[config.mk]
export PLATFORM = sky130hd
export DESIGN_NAME = fetch_ctrl
export DESIGN_NICKNAME = d
export VERILOG_FILES = /design/src/rtl/fetch_ctrl_pkg.sv /design/src/rtl/fetch_ctrl_btn_sync_edge.sv /design/src/rtl/fetch_ctrl.sv
export SDC_FILE = /design/constraint.sdc
export NUM_CORES = 1
export LEC_CHECK = 0
export CAP_MARGIN = 40
export CORE_MARGIN = 2
export CORE_UTILIZATION = 30
export CTS_CLUSTER_DIAMETER = 40
export DETAILED_ROUTE_END_ITERATION = 16
export HOLD_SLACK_MARGIN = 0.02
export PLACE_DENSITY_LB_ADDON = 0.1
export SKIP_CTS_REPAIR_TIMING = 1
export SYNTH_ARGS = -nofsm -noshare
export SYNTH_HDL_FRONTEND = slang
export SYNTH_SLANG_ARGS = --single-unit
export TNS_END_PERCENT = 10
[constraint.sdc]
create_clock -name clock -period 3.18 [get_ports clock]
set_input_delay 0.636 -clock clock [delete_from_list [all_inputs] [get_ports clock]]
set_output_delay 0.636 -clock clock [all_outputs]
set_load 0.01 [all_outputs]
[src/rtl/fetch_ctrl_pkg.sv]
// Shared definitions for the fetch sequencer: machine sizing and the
// sequencer state encoding (the encoding is also shown on the board LEDs).
package fetch_ctrl_pkg;

  localparam int INSTR_ADDR_W = 4;
  localparam int NUM_INSTRS   = 8;

  typedef enum logic [1:0] {
    ST_RUN   = 2'b00,
    ST_PAUSE = 2'b01,
    ST_STEP  = 2'b10,
    ST_HALT  = 2'b11
  } fetch_state_t;

endpackage

[src/rtl/fetch_ctrl_btn_sync_edge.sv]
// Pushbutton conditioner: 2-flop synchronizer, debounce counter, debounced
// level and a one-cycle pulse on an accepted press (active-low button, so a
// press is an accepted high-to-low change of the debounced level).
module btn_sync_edge #(
  parameter int DEBOUNCE_CYCLES = 16
) (
  input  logic clock,
  input  logic reset,
  input  logic i_btn_n,
  output logic o_press_p
);

  localparam int CNT_W = (DEBOUNCE_CYCLES > 1) ? $clog2(DEBOUNCE_CYCLES) : 1;
  localparam logic [CNT_W-1:0] CNT_LAST = CNT_W'(DEBOUNCE_CYCLES - 1);
  localparam logic [CNT_W-1:0] CNT_ZERO = {CNT_W{1'b0}};
  localparam logic [CNT_W-1:0] CNT_ONE  = CNT_W'(1);

  logic             meta_q, meta_d;
  logic             sync_q, sync_d;
  logic             level_q, level_d;
  logic [CNT_W-1:0] cnt_q, cnt_d;
  logic             press_q, press_d;

  // Synchronizer shift and debounce: the level only follows the synchronized
  // input after it has disagreed with it for DEBOUNCE_CYCLES cycles in a row.
  always_comb begin
    meta_d  = i_btn_n;
    sync_d  = meta_q;
    level_d = level_q;
    cnt_d   = cnt_q;
    press_d = 1'b0;
    if (sync_q != level_q) begin
      if (cnt_q == CNT_LAST) begin
        level_d = sync_q;
        cnt_d   = CNT_ZERO;
        press_d = ~sync_q;
      end else begin
        cnt_d = cnt_q + CNT_ONE;
      end
    end else begin
      cnt_d = CNT_ZERO;
    end
  end

  // Conditioner registers; reset means "button not pressed".
  always_ff @(posedge clock or negedge reset) begin
    if (!reset) begin
      meta_q  <= 1'b1;
      sync_q  <= 1'b1;
      level_q <= 1'b1;
      cnt_q   <= CNT_ZERO;
      press_q <= 1'b0;
    end else begin
      meta_q  <= meta_d;
      sync_q  <= sync_d;
      level_q <= level_d;
      cnt_q   <= cnt_d;
      press_q <= press_d;
    end
  end

  assign o_press_p = press_q;

endmodule

[src/rtl/fetch_ctrl.sv]
// Fetch sequencer: owns the fetch PC, runs the RUN/PAUSE/STEP/HALT machine
// and drives pipeline enable / IF-ID hold / bubble controls each cycle.
module fetch_ctrl #(
  parameter int INSTR_ADDR_W    = fetch_ctrl_pkg::INSTR_ADDR_W,
  parameter int NUM_INSTRS      = fetch_ctrl_pkg::NUM_INSTRS,
  parameter int DEBOUNCE_CYCLES = 16
) (
  input  logic                    clock,
  input  logic                    reset,
  input  logic                    i_stall_req,
  input  logic                    i_redirect,
  input  logic [INSTR_ADDR_W-1:0] i_redirect_pc,
  input  logic                    i_halt,
  input  logic                    i_run,
  input  logic                    i_step_n,
  output logic [INSTR_ADDR_W-1:0] o_pc,
  output logic                    o_pipe_en,
  output logic                    o_ifid_hold,
  output logic                    o_ifid_bubble,
  output logic                    o_idex_bubble,
  output logic [1:0]              o_state
);

  import fetch_ctrl_pkg::*;

  localparam logic [INSTR_ADDR_W-1:0] PC_ZERO = INSTR_ADDR_W'(0);
  localparam logic [INSTR_ADDR_W-1:0] PC_ONE  = INSTR_ADDR_W'(1);
  localparam logic [INSTR_ADDR_W-1:0] PC_LAST = INSTR_ADDR_W'(NUM_INSTRS - 1);

  fetch_state_t            state_q, state_d;
  logic [INSTR_ADDR_W-1:0] pc_q, pc_d;
  logic                    run_meta_q, run_meta_d;
  logic                    run_s_q, run_s_d;
  logic                    step_p;
  logic                    pipe_en_s, ifid_hold_s, ifid_bubble_s, idex_bubble_s;
  logic                    halt_acc_s;

  btn_sync_edge #(
    .DEBOUNCE_CYCLES(DEBOUNCE_CYCLES)
  ) u_step_btn (
    .clock    (clock),
    .reset    (reset),
    .i_btn_n  (i_step_n),
    .o_press_p(step_p)
  );

  // Run switch synchronizer feeding run_s.
  always_comb begin
    run_meta_d = i_run;
    run_s_d    = run_meta_q;
  end

  // Next state, next PC and per-cycle pipeline controls. On an advance cycle
  // redirect beats stall beats halt: a redirect means the instructions in ID
  // are wrong-path, so their stall/halt requests are meaningless.
  always_comb begin
    state_d       = state_q;
    pc_d          = pc_q;
    pipe_en_s     = 1'b0;
    ifid_hold_s   = 1'b0;
    ifid_bubble_s = 1'b0;
    idex_bubble_s = 1'b0;
    halt_acc_s    = 1'b0;
    case (state_q)
      ST_PAUSE: begin
        if (run_s_q) begin
          state_d = ST_RUN;
        end else if (step_p) begin
          state_d = ST_STEP;
        end else begin
          state_d = ST_PAUSE;
        end
      end
      ST_RUN, ST_STEP: begin
        pipe_en_s = 1'b1;
        if (i_redirect) begin
          ifid_bubble_s = 1'b1;
          idex_bubble_s = 1'b1;
          if (i_redirect_pc <= PC_LAST) begin
            pc_d = i_redirect_pc;
          end else begin
            pc_d = PC_ZERO;
          end
        end else if (i_stall_req) begin
          ifid_hold_s   = 1'b1;
          idex_bubble_s = 1'b1;
        end else if (i_halt) begin
          ifid_bubble_s = 1'b1;
          halt_acc_s    = 1'b1;
        end else begin
          if (pc_q == PC_LAST) begin
            pc_d = PC_ZERO;
          end else begin
            pc_d = pc_q + PC_ONE;
          end
        end
        // An accepted halt is final; otherwise a step lasts one cycle and
        // free run ends when the switch goes off.
        if (halt_acc_s) begin
          state_d = ST_HALT;
        end else if ((state_q == ST_STEP) || !run_s_q) begin
          state_d = ST_PAUSE;
        end else begin
          state_d = state_q;
        end
      end
      ST_HALT: begin
        // Keep draining older instructions while fetch stays frozen.
        pipe_en_s     = 1'b1;
        ifid_bubble_s = 1'b1;
      end
      default: begin
        state_d = ST_PAUSE;
      end
    endcase
  end

  // State, PC and run synchronizer registers.
  always_ff @(posedge clock or negedge reset) begin
    if (!reset) begin
      state_q    <= ST_PAUSE;
      pc_q       <= PC_ZERO;
      run_meta_q <= 1'b0;
      run_s_q    <= 1'b0;
    end else begin
      state_q    <= state_d;
      pc_q       <= pc_d;
      run_meta_q <= run_meta_d;
      run_s_q    <= run_s_d;
    end
  end

  assign o_pc          = pc_q;
  assign o_state       = state_q;
  assign o_pipe_en     = pipe_en_s;
  assign o_ifid_hold   = ifid_hold_s;
  assign o_ifid_bubble = ifid_bubble_s;
  assign o_idex_bubble = idex_bubble_s;

endmodule

After elaboration in Yosys (flattened, before gate mapping). Index checks and enable logic that the tools add are counted. Widths: inputs -> output; s select.

Bits in registers: 16. Latch bits: 0. RAM bits: 0. Bits in read-only memories: 0. Bits of input ports: 11. Output and inout port bits: 10. Word-level logic and storage cells: 57. Memories: 0.

$add $sub $neg: 2. Multiply operators: 0. Divide/modulo/power cells: 0. Magnitude comparators: 1. Eq/ne operators: 9. Shift operators: 0. Mux-type cells: 26. Bitwise operators: 1. Reductions and logical operators: 9.

Operators by type and width (count): $mux 4 (7); $mux 1 (13); $add 4x1->4 const B (2); $mux 2 (4); $eq 2x2->1 const B (2); $eq 4x3->1 const B (1); $eq 4x4->1 const B (1); $le 4x3->1 const B (1); $pmux 2 s2 (1); $reduce_and 2->1 (2); $ne 3x3->1 const B (1); $reduce_and 3->1 (1); $reduce_or 3->1 (1); $eq 2x1->1 const B (1); $logic_not 2->1 (1); $ne 2x1->1 const B (1); $ne 2x2->1 const B (1); $pmux 1 s2 (1); $reduce_bool 2->1 (1); $reduce_or 2->1 (1); $logic_not 1->1 (1); $logic_or 1x1->1 (1); $ne 1x1->1 (1); $not 1->1 (1).

Logic depth before layout (Yosys ltp). Gate-level depths: netlist of the first run.

Depth in word-level cells: 6. Gate-level depth with buffers: 4. Gate-level depth less buffers: 4.

Modules after synthesis. Synthesis of the first run repeated with hierarchy kept, for this count alone.

Cells, all modules: 69. Area total of the unflattened synthesis: 767.0 sq um.

Modules (own cells, without submodules): fetch_ctrl (instances 1, cells each 47, area an instance 450.4 sq um, seq. area each 201.4 sq um); btn_sync_edge (instances 1, cells each 22, area an instance 316.6 sq um, seq. area each 203.9 sq um).

Worst setup path after synthesis of the first run. OpenSTA, ideal clock, no wires.

Path kind: input to output. Start: in i_redirect. End: out o_ifid_hold. Data arrival time: 1.113 ns. Data required time: 2.544 ns. Setup slack: 1.431 ns. Stages: 2. Buffers on the path: 1. Cell sequence: buf_2 nor3b_1.

Cells in the longest elaborated chain, start to end: 2.

Ends and longest elaborated chain: from (decl) (RTL line fetch_ctrl.sv:11) `input logic i_redirect,`; $mux 1 (RTL line fetch_ctrl.sv:76) `if (i_redirect) begin`; $mux 1 (RTL line fetch_ctrl.sv:64) `case (state_q)`; to (decl) (RTL line fetch_ctrl.sv:18) `output logic o_ifid_hold,`.

Every way passes these cells.

Worst setup path in the final report of the first run.
Start: in i_stall_req. End: out o_ifid_bubble.

Cells in the longest elaborated chain, start to end: 3.

Ends and longest elaborated chain: from (decl) (RTL line fetch_ctrl.sv:10) `input logic i_stall_req,`; $mux 1 (RTL line fetch_ctrl.sv:84) `end else if (i_stall_req) begin`; $mux 1 (RTL line fetch_ctrl.sv:76); $pmux 1 s2 (RTL line fetch_ctrl.sv:64); to (decl) (RTL line fetch_ctrl.sv:19) `output logic o_ifid_bubble,`.

Every way passes these cells.

==> metrics.txt, run 1 <==
cts bufs inserted=3; critical path class=primary input to output port; Cells after Synth=71; first-iteration detailed-routing DRC count=3; status=completed; Final Setup Violations=0; post-route insts no fill=124; max cap viols=0; R2R Path Start=o_pc[0]$_DFFE_PN0P_; Detail Placement HPWL=approximately 1.1 mm; Die Wd=54.5 um; number of flops mapped to enable cells by yosys=0; worst reg-to-reg setup slack=roughly 1.6 ns; clk slew on worst S/H paths=around 0.090 ns; vias in the first global route=567; power per cell area=slightly below 500 nW/um^2; count of final hold-check violations=0; Final Core Density=between 40% and 50%; post-synthesis sequential area ratio=a little over half; Final GP Congestion=0.681; sequential cell area=roughly 410 um^2; path type of the worst min-delay path=register to register; first-pass GRT wire length=roughly 2.5 mm; top cell type's share of synthesized area=around two fifths; f_max=between 300 and 400 MHz; CP Data Required Time=between 2 and 3 ns; asr flop ratio synth=100%; vias=a little over 600; P_leak=between 0.0004 and 0.0005 uW; Overflow after GRT=0; cell total after placement=120; starting density of the core=a little under a third; initial antenna violation count=0; pin count of the biggest net entering global routing=18; Top FF cell, synth=dfrtp_1; top post-synthesis cells by area=dfrtp_1 (39%), dfstp_2 (14%), o21ai_0 (4.6%), a22oi_1 (3.9%), nor3b_1 (3.9%); Least-Margin Pin Slew=about 0.70 ns; Net Count, Synth=between 80 and 90; CP arrival=between 2 and 2.5 ns; DRT antenna net count=0; Yosys top cell by area=dfrtp_1; RSZ-0062 raised after global routing=false; CP Launch Type=primary input; CP Capture Type=output port; Tmin final=2.65 ns; Setup TNS=0 ns; hold wc startpoint=run_meta_q$_DFF_PN0_; share of layout cells above drive strength 1=11.7%; FP Rows=18; die footprint=between 2000 and 3000 um^2; clock latency on the worst-skew pair=between 0.2 and 0.3 ns; area of the core=2450 um^2; area grow syn2layout=35.5%; Max rail drop VDD=0.231 mV; post-synthesis cell area=764 um^2; Slew Limit Fails=0; Tot Pwr=about 510 uW; Max FO, Critical Path=8; post-synthesis register bit count=16; number of synthesis warnings=0; Final #Nets=approximately 110; CTS tree=built; number of port buffers=20; Routed WL=between 1 and 1.5 mm; CP startpoint=i_stall_req; Max clock buf depth=2; root buffer cell=clkbuf_4; crit share post-route=83.4%; top cells by count, synth=dfrtp_1 (12), o21ai_0 (7); vias per cell=around 5; area of the multi-input gates=~340 um^2; num ports=21; Mean Syn Cell Area=between 10 and 15 um^2; Fill cells=250; hold slack=0.359 ns; Slew headroom=53.1%; DR pass1 iterations=3; Inserted Diodes=0; Post-route DRC=0; Total GRT Usage=roughly an eighth; die extent in y=54.5 um; CTS Sinks=16; H-tree depth=1; routed len/inst=~12 um; Distinct cells, synth=30; Layout Skew=~0.00095 ns; count leader, synth=dfrtp_1
## power by group
group / internal [uW] / switching, uW
logic: 76.6 / 51.8
registers: 225 / 29.9
clock network: 69.6 / 60.1
total: 372 / 142
## sequential cells by signal, summed over array words and instances (netlist names)
signal                count
o_pc                      4
run_meta_q                1
u_step_btn.o_press_p      1
u_step_btn.cnt_q          4
u_step_btn.sync_q         1
u_step_btn.level_q        1
o_state                   2
u_step_btn.meta_q         1
run_s_q                   1
## path summary, 6_finish.rpt
kind                                           to  depth (start not counted)
max reg2reg                   o_pc[3]$_DFFE_PN0P_                          3
min                             run_s_q$_DFF_PN0_                          0
max                                 o_ifid_bubble                          4
min reg2reg                     run_s_q$_DFF_PN0_                          0
max in group asynchronous     o_pc[0]$_DFFE_PN0P_                          1
min in group asynchronous  o_state[1]$_DFFE_PN0P_                          1
## layout make-up
type                            instances  share of cell area (%)
Sequential cell                        16                    39.1
Clock buffer                            4                    3.50
Inverter                                3                    1.09
Tap cell                               30                    3.62
Multi-Input combinational cell         50                    32.6
Timing Repair Buffer                   21                    20.0
## metrics by stage
step	cell area, um^2	worst slack [ns]
after floorplan	764	1.43
after global placement	1000	0.558
after detailed placement	1000	0.526
after CTS	1040	0.517
after global routing	1040	0.482
final	1040	0.527
## routing by layer
layer,vias up,routed length [um],global-route usage (%)
met5,-,0,0
met4,0,12,6.25
met3,2,74,1.64
met2,14,700,19.5
met1,281,708,15.2
li1,311,-,-
## critical path: stages
cell and delay (ns):
clkdlybuf4s50_1 0.59, nor2b_1 0.07, o31a_1 0.24, clkdlybuf4s50_1 0.47
## cells in the final DEF (no fill, tap or decap), drive strengths merged, types with 2 or more instances in the layout
cell / netlist / layout
clkdlybuf4s50: 0 / 20
dfrtp: 12 / 12
o21ai: 7 / 7
nor3b: 4 / 4
a21oi: 4 / 4
a22oi: 4 / 4
dfstp: 4 / 4
clkbuf: 0 / 4
nor2: 3 / 3
inv: 3 / 3
xnor2: 2 / 2
nand3: 2 / 2
nand2b: 2 / 2
nor2b: 2 / 2
nand3b: 2 / 2
nand2: 2 / 2
ha: 2 / 2
## logic make-up (layout without fill, tap and decap cells)
| family | Yosys count | after routing | share of synthesized area, % |
|---|---|---|---|
| DFF | 16 | 16 | 53.0 |
| adders and majority gates | 2 | 2 | 3.27 |
| muxes | 1 | 1 | 1.47 |
| buffers and inverters | 5 | 28 | 2.78 |
| AOI/OAI and AO/OA | 22 | 22 | 18.5 |
| and+or+nand+nor | 23 | 23 | 18.7 |
| xor gates and xnor gates | 2 | 2 | 2.29 |
(Power assumes the default switching activity.)
==> inputs of run 2 (changes only) <==
==> constraint.sdc (replaced) <==
create_clock -name clock -period 2.2 [get_ports clock]
set_input_delay 0.44 -clock clock [delete_from_list [all_inputs] [get_ports clock]]
set_output_delay 0.44 -clock clock [all_outputs]
set_load 0.01 [all_outputs]
==> run 2 against run 1 <==
  * Routed wire length rose by 2.3%
  * First-iteration DRC count is the same
  * Utilization grew 1.3 points
  * Combinational power grew 48%
  * Via count grew 6.4%
  * Clock-buffer cell count is the same
  * Global-route usage is 0.50 points lower
  * Sequential share of layout area fell by 0.80 points
  * Total power up 46%
  * Critical path type unchanged
==> metrics.txt, run 2 (synthesis gave the netlist of run 1 again) <==
H-tree depth=1 (unchanged); Detail Placement HPWL=1.12 mm (was 1.14 mm); DRT antenna net count=0 (unchanged); count of final hold-check violations=0 (unchanged); worst reg-to-reg setup slack=0.60 ns (was 1.60 ns); Total GRT Usage=11.4% (was 11.9%); Overflow after GRT=0 (unchanged); Least-Margin Pin Slew=0.700 ns (was 0.701 ns); Max rail drop VDD=0.376 mV (was 0.231 mV); Final GP Congestion=0.706 (was 0.681); initial antenna violation count=0 (unchanged); num ports=21 (unchanged); root buffer cell=clkbuf_4 (unchanged); vias=647 (was 608); share of layout cells above drive strength 1=14.4% (was 11.7%); Slew headroom=53.2% (was 53.1%); power per cell area=702 nW/um^2 (was 495 nW/um^2); starting density of the core=31.1% (unchanged); CP Data Required Time=1.76 ns (was 2.54 ns); Slew Limit Fails=0 (unchanged); Layout Skew=0.00624 ns (was 0.000946 ns); Post-route DRC=0 (unchanged); sequential cell area=409 um^2 (was 405 um^2); Die Wd=54.5 um (unchanged); first-pass GRT wire length=2.35 mm (was 2.53 mm); Routed WL=1.53 mm (was 1.50 mm); die extent in y=54.5 um (unchanged); instance area at placement=1020 um^2 (was 1000 um^2); Inserted Diodes=0 (unchanged); R2R Path Start=o_pc[0]$_DFFE_PN0P_ (unchanged); Max FO, Critical Path=5 (was 8); most frequent cells in the layout=clkdlybuf4s50_1 (18), dfrtp_1 (12), o21ai_0 (7) (was clkdlybuf4s50_1 (20), dfrtp_1 (12), o21ai_0 (7)); vias in the first global route=562 (was 567); hold slack=0.359 ns (about the same); commonest non-fill, non-tap cell in the layout=clkdlybuf4s50_1 (unchanged); FP Rows=18 (unchanged); clock latency on the worst-skew pair=0.28 ns (was 0.27 ns); Final Instance Area=1070 um^2 (was 1040 um^2); max cap viols=0 (unchanged); f_max=between 400 and 500 MHz; pin count of the biggest net entering global routing=18 (unchanged); area grow syn2layout=39.6% (was 35.5%); routed len/inst=12.0 um (was 12.1 um); worst reg2reg path endpoint=o_pc[3]$_DFFE_PN0P_ (unchanged); worst setup margin=0.0425 ns (was 0.527 ns); Setup TNS=0 ns (unchanged); DR pass1 iterations=3 (unchanged); Fill cells=240 (was 250); Final #Nets=111 (was 108); crit share post-route=a little over nine tenths; number of port buffers=20 (unchanged); status=completed (unchanged); Max clock buf depth=2 (unchanged); die footprint=2970 um^2 (unchanged); CTS Sinks=16 (unchanged); CP Capture Type=output port (unchanged); Hold Crit Depth=0 (unchanged); cts bufs inserted=3 (unchanged); area of the multi-input gates=338 um^2 (unchanged); hold wc startpoint=run_meta_q$_DFF_PN0_ (unchanged); area of the core=2450 um^2 (unchanged); vias per cell=5.09 (was 4.90); P_leak=0.000450 uW (was 0.000410 uW); CP arrival=1.72 ns (was 2.02 ns); critical path class=primary input to output port (unchanged); RSZ-0062 raised after global routing=false (unchanged); path type of the worst min-delay path=register to register (unchanged); clk slew on worst S/H paths=0.08 ns (was 0.09 ns); Final Setup Violations=0 (unchanged); Reg2Reg Depth=3 (unchanged); first-iteration detailed-routing DRC count=3 (unchanged); Setup WS pre-CTS=0.0280 ns (was 0.526 ns); CP Launch Type=primary input (unchanged); hold endpoint=run_s_q$_DFF_PN0_ (unchanged); Tot Pwr=749 uW (was 513 uW); CTS tree=built (unchanged); Tmin final=around 2.2 ns
-- run 2: area by class of cell --
type                            instances  area share (%)
Timing Repair Buffer                   24            22.0
Sequential cell                        16            38.3
Inverter                                3            1.06
Tap cell                               30            3.52
Multi-Input combinational cell         50            31.7
Clock buffer                            4            3.40
-- run 2: routing by layer --
layer	vias to the layer above	wire (um)	GRT usage, %
met2	16	702	19.9
met4	0	30	7.50
met1	309	722	12.9
met3	4	75	1.64
li1	318	-	-
met5	-	0	0
-- run 2: worst max-delay path: stages --
cell,delay [ns]
clkdlybuf4s50_1,0.48
o31a_1,0.32
clkdlybuf4s50_1,0.47
-- run 2: through the flow --
stage | utilization (%) | instances
finish | 43.5 | 127
global route | 43.5 | 127
CTS | 43.1 | 127
detailed placement | 41.6 | 123
global placement | 41.6 | 123
floorplan | - | 71
-- run 2: how the worst max path moves through the flow --
stage	end	slack, ns	start
floorplan	o_pc[3]$_DFFE_PN0P_	0.69	o_pc[0]$_DFFE_PN0P_
global placement	o_ifid_bubble	0.06	i_stall_req
detailed placement	o_ifid_bubble	0.03	i_stall_req
CTS	o_ifid_bubble	0.02	i_stall_req
global route	o_idex_bubble	0.008	i_redirect
finish	o_ifid_bubble	0.04	i_redirect
-- run 2: where the power goes --
group	internal (uW)	switching [uW]
logic	114	75.5
clock network	101	87.4
registers	328	44.5
total	542	207
==> RTL edit 1, RTL diff (flow settings as in run 2) <==
The package constant `INSTR_ADDR_W` goes from 4 to 3.
--- a/src/rtl/fetch_ctrl_pkg.sv
+++ b/src/rtl/fetch_ctrl_pkg.sv
@@ -3,5 +3,5 @@
 package fetch_ctrl_pkg;
 
-  localparam int INSTR_ADDR_W = 4;
+  localparam int INSTR_ADDR_W = 3;
   localparam int NUM_INSTRS   = 8;
 
Ports: changed (resized i_redirect_pc and o_pc); port bits go from 21 to 19. No check against the original RTL was run, so the function may have changed too.
==> RTL edit 1 against run 2 <==
Routed wire length down 30%; power down 3.7%; setup slack better by 39 ps; combinational power up 15%; area after synthesis down 11%; non-clock buffer count down 3; sequential cell count down 1; critical path depth up 1; die area down 9.9%; design area down 12%; via count down 29%; highest routed layer is now met3.
==> RTL edit 1: results (changes against run 2) <==
[placed_design]
gp_congestion = 0.6760  ; -4.3%
place_ws_ps = -8.393  ; -36.42 ps
dpl-instance-area_sq_um = 902.1  ; -12%
io_buffers = 18  ; -10%

[cells_and_area]
inverters_excl_clock = 0  ; -3
clk_share_pct = 2.937  ; -0.46 points
syn_to_final_growth_pct = 37.18
nMultiInputCombCells = 37  ; -26%
fin_nets = 91  ; -18%
multi_input_area_share_pct = 30.84  ; -0.81 points
buffers = 21  ; -13%
regArea_sq_um = 380.4  ; -7.0%
nFillCells = 221  ; -7.9%
final-nonclk-buf-share_pct = 21.90  ; -0.14 points
nClkBuffers = 3  ; -1

[critical_path]
r2r_cells = 4  ; +1
path_max_fanout = 4  ; -1
endpoint = o_idex_bubble
reg2reg_to = o_pc[2]
cp.arrival_ps = 1680  ; -40 ps
ff2ff_setup_slack_ps = 700  ; +100 ps

[route]
num_vias = 462  ; -29%
first_iter_violations = 1  ; -2
dr.pass1.iters = 4  ; +1
routed_wirelength_um = 1069  ; -30%
wl_per_cell_um = 10.18  ; -15%

[global_route]
grt_usage_pct = 9.859  ; -1.6 points
grt_pass1_wl_um = 1925  ; -18%

[synthesis]
synthesis.area_sq_um = 683.2  ; -11%
synth_common_cells = dfrtp_1 (11), mux2_2 (5), dfstp_2 (4), nor2_1 (4)
ys_seq_elements = 15  ; -1
yosysUniqueCellTypes = 23  ; -23%
synth_nets = 67  ; -20%
syn_inst = 54  ; -24%
synthTopCellsByArea = dfrtp_1 (40%), dfstp_2 (15%), mux2_2 (8.2%)

[sta]
fin_hold_ws_ps = 353.6  ; -5.723 ps
slew_headroom_pct = 56.81  ; +3.7 points
clock_skew_ps = 0.9758  ; -5.268 ps
max_clock_freq_mhz = 472.0  ; +1.8%

[power]
vdd_drop_max_uv = 351.7  ; -6.5%

[outcome]
status = complete, no violations

==> RTL edit 1: cell count changes after synthesis, moves of 2 or more <==
cell / change
a22oi_1: -4
inv_1: -3
a21oi_1: -3
buf_2: -2
mux2_2: +4
nand3b_1: -2
o21ai_0: -4
nand2b_1: -2
==> RTL edit 1: report_power, final <==
part	leakage, nW	switching (mW)	internal [mW]
sequential	0.182	0.0367	0.317
combinational	0.213	0.0769	0.142
clock	0.0177	0.0828	0.0674
==> RTL edit 1: cells by family (layout without fill, tap and decap cells) <==
logic type	count (synthesis)	after routing	synth area share, %
AOI/OAI and AO/OA	11	11	11.35
DFF	15	15	55.68
and+or+nand+nor	16	16	13.92
adders and majority gates	3	3	5.495
buffers and inverters	2	25	2.748
muxes	5	5	8.241
xor gates and xnor gates	2	2	2.565
==> RTL edit 1: routing by layer <==
layer	share of wire, %	routed length (um)	vias up	track usage (%)
met5	0	0	-	0
met4	0	0	0	2.632
met3	4.8	51	0	4.310
met2	44	471	11	15.60
met1	51	545	211	12.25
li1	-	-	240	-
==> RTL edit 2, RTL diff (config.mk and constraints of run 2) <==
Without the edit above. Reset style: synchronous (`reset`), changed in 2 clocked blocks.
--- a/src/rtl/fetch_ctrl_btn_sync_edge.sv
+++ b/src/rtl/fetch_ctrl_btn_sync_edge.sv
@@ -44,5 +44,5 @@
 
   // Conditioner registers; reset means "button not pressed".
-  always_ff @(posedge clock or negedge reset) begin
+  always_ff @(posedge clock) begin
     if (!reset) begin
       meta_q  <= 1'b1;
--- a/src/rtl/fetch_ctrl.sv
+++ b/src/rtl/fetch_ctrl.sv
@@ -117,5 +117,5 @@
 
   // State, PC and run synchronizer registers.
-  always_ff @(posedge clock or negedge reset) begin
+  always_ff @(posedge clock) begin
     if (!reset) begin
       state_q    <= ST_PAUSE;
Function: differs if reset is asserted again (counterexample within 4 cycles, from zero or initial values and one cycle with reset low); with reset held inactive, the same outputs for 10 cycles.
==> RTL edit 2 against run 2 <==
Core utilization increased by 1.9 points; routed wire length decreased by 8.0%; area after synthesis decreased by 4.4%; die area decreased by 4.1%; via count decreased by 2.2%; design area decreased by 4.2%; first-iteration DRC count increased to 3.0 times the old value; global-route usage about the same; setup slack improved by 25 ps; sequential cell count unchanged; largest cell class is now multi-input gates.
Power is not compared: it rests on default switching activity, and its combinational part moved more than twofold at a synthesized area within 25%.
==> RTL edit 2: results (changes against run 2) <==
[outcome]
status = complete, no violations

[sta]
slew_headroom_pct = 77.70  ; +25 points
clock_skew_ps = 1.787  ; -4.458 ps
fin_hold_ws_ps = 429.8  ; +70.53 ps

[cells_and_area]
fin_nets = 118  ; +6.3%
nFillCells = 237  ; -1.3%
drive_gt1_share_pct = 10.58  ; -3.9 points

[synthesis]
syn_inst = 78  ; +9.9%
synth_nets = 91  ; +8.3%
synth_common_cells = dfxtp_1 (16), nor2_1 (9), nand2b_1 (5)
synth-async-reset-ratio_pct = 0  ; -100 points
yosysSeqAreaShare_pct = 43.84  ; -9.2 points
ys.flop_type = dfxtp_1
synthTopCellsByArea = dfxtp_1 (44%), xor2_1 (4.8%), nor2_1 (4.6%)

[global_route]
grt_usage_pct = 11.42  ; about the same
grt_max_degree = 13  ; -5
grt_pass1_wl_um = 2359  ; +0.30%
grt_pass1_vias = 576  ; +2.5%

[critical_path]
critPathMaxStageDelay_ps = 530  ; +50 ps
path_max_fanout = 3  ; -2
cp.arrival_ps = 1690  ; -30 ps
ff2ff_setup_slack_ps = 850  ; +250 ps

[route]
first_iter_violations = 9  ; +6
wl_per_cell_um = 10.66  ; -12%
dr.pass1.iters = 4  ; +1
vias_per_cell = 4.795  ; -5.9%

[clock_network]
clockRootBuffer = clkbuf_4
cts.reportedPaths.clkPinSlew_ps = 90

[placed_design]
hpwl_um = 1096  ; -2.5%
gp_congestion = 0.7780  ; +10%
dpl-instance-area_sq_um = 983.4  ; -3.8%
place_ws_ps = 4.980  ; -23.05 ps
place_inst = 128  ; +4.1%

[power]
vdd_drop_max_uv = 356.8

==> RTL edit 2: changes by cell type after synthesis, sizes merged, moves of 5 or more <==
cell / change
dfxtp: +16
dfrtp: -12
nor2: +6
o21ai: -5
==> RTL edit 2: layout make-up <==
| cell class | instances | area [sq um] | share of cell area, % |
|---|---|---|---|
| Tap cell | 28 | 35.03 | 3.427 |
| Inverter | 3 | 11.26 | 1.102 |
| Timing Repair Buffer | 25 | 240.2 | 23.50 |
| Multi-Input combinational cell | 56 | 379.1 | 37.09 |
| Sequential cell | 16 | 320.3 | 31.33 |
| Clock buffer | 4 | 36.28 | 3.550 |
==> RTL edit 2: final timing paths <==
path	cells after the start	from	end
min reg2reg	1	u_step_btn.meta_q	u_step_btn.sync_q
min	1	u_step_btn.meta_q	u_step_btn.sync_q
max reg2reg	4	o_pc[0]	o_pc[1]
max	4	i_redirect	o_ifid_hold
==> RTL edit 2: cell families (layout without fill, tap and decap cells) <==
kind of cell	count (synthesis)	after routing	share of synthesized area (%)
and+or+nand+nor	34	34	26.03
DFF	16	16	43.84
AOI/OAI and AO/OA	15	15	16.27
buffers and inverters	6	32	4.279
xor gates and xnor gates	4	4	4.794
adders and majority gates	2	2	3.424
muxes	1	1	1.370
==> RTL edit 2: power by group <==
group	switching [mW]	leakage, nW	total [mW]	internal, mW
Clock	0.0838	0.0210	0.184	0.101
Combinational	0.0288	0.275	0.0720	0.0432
Sequential	0.00475	0.130	0.301	0.296
Total	0.117	0.426	0.557	0.440
==> RTL edit 2: per-layer routing <==
layer / vias to the layer above / GRT usage (%) / part of all wire [%]
met4: 0 / 6.410 / 0.71
met1: 284 / 14.92 / 48
li1: 326 / - / -
met3: 2 / 2.825 / 10
met5: - / 0 / 0
met2: 21 / 16.87 / 40
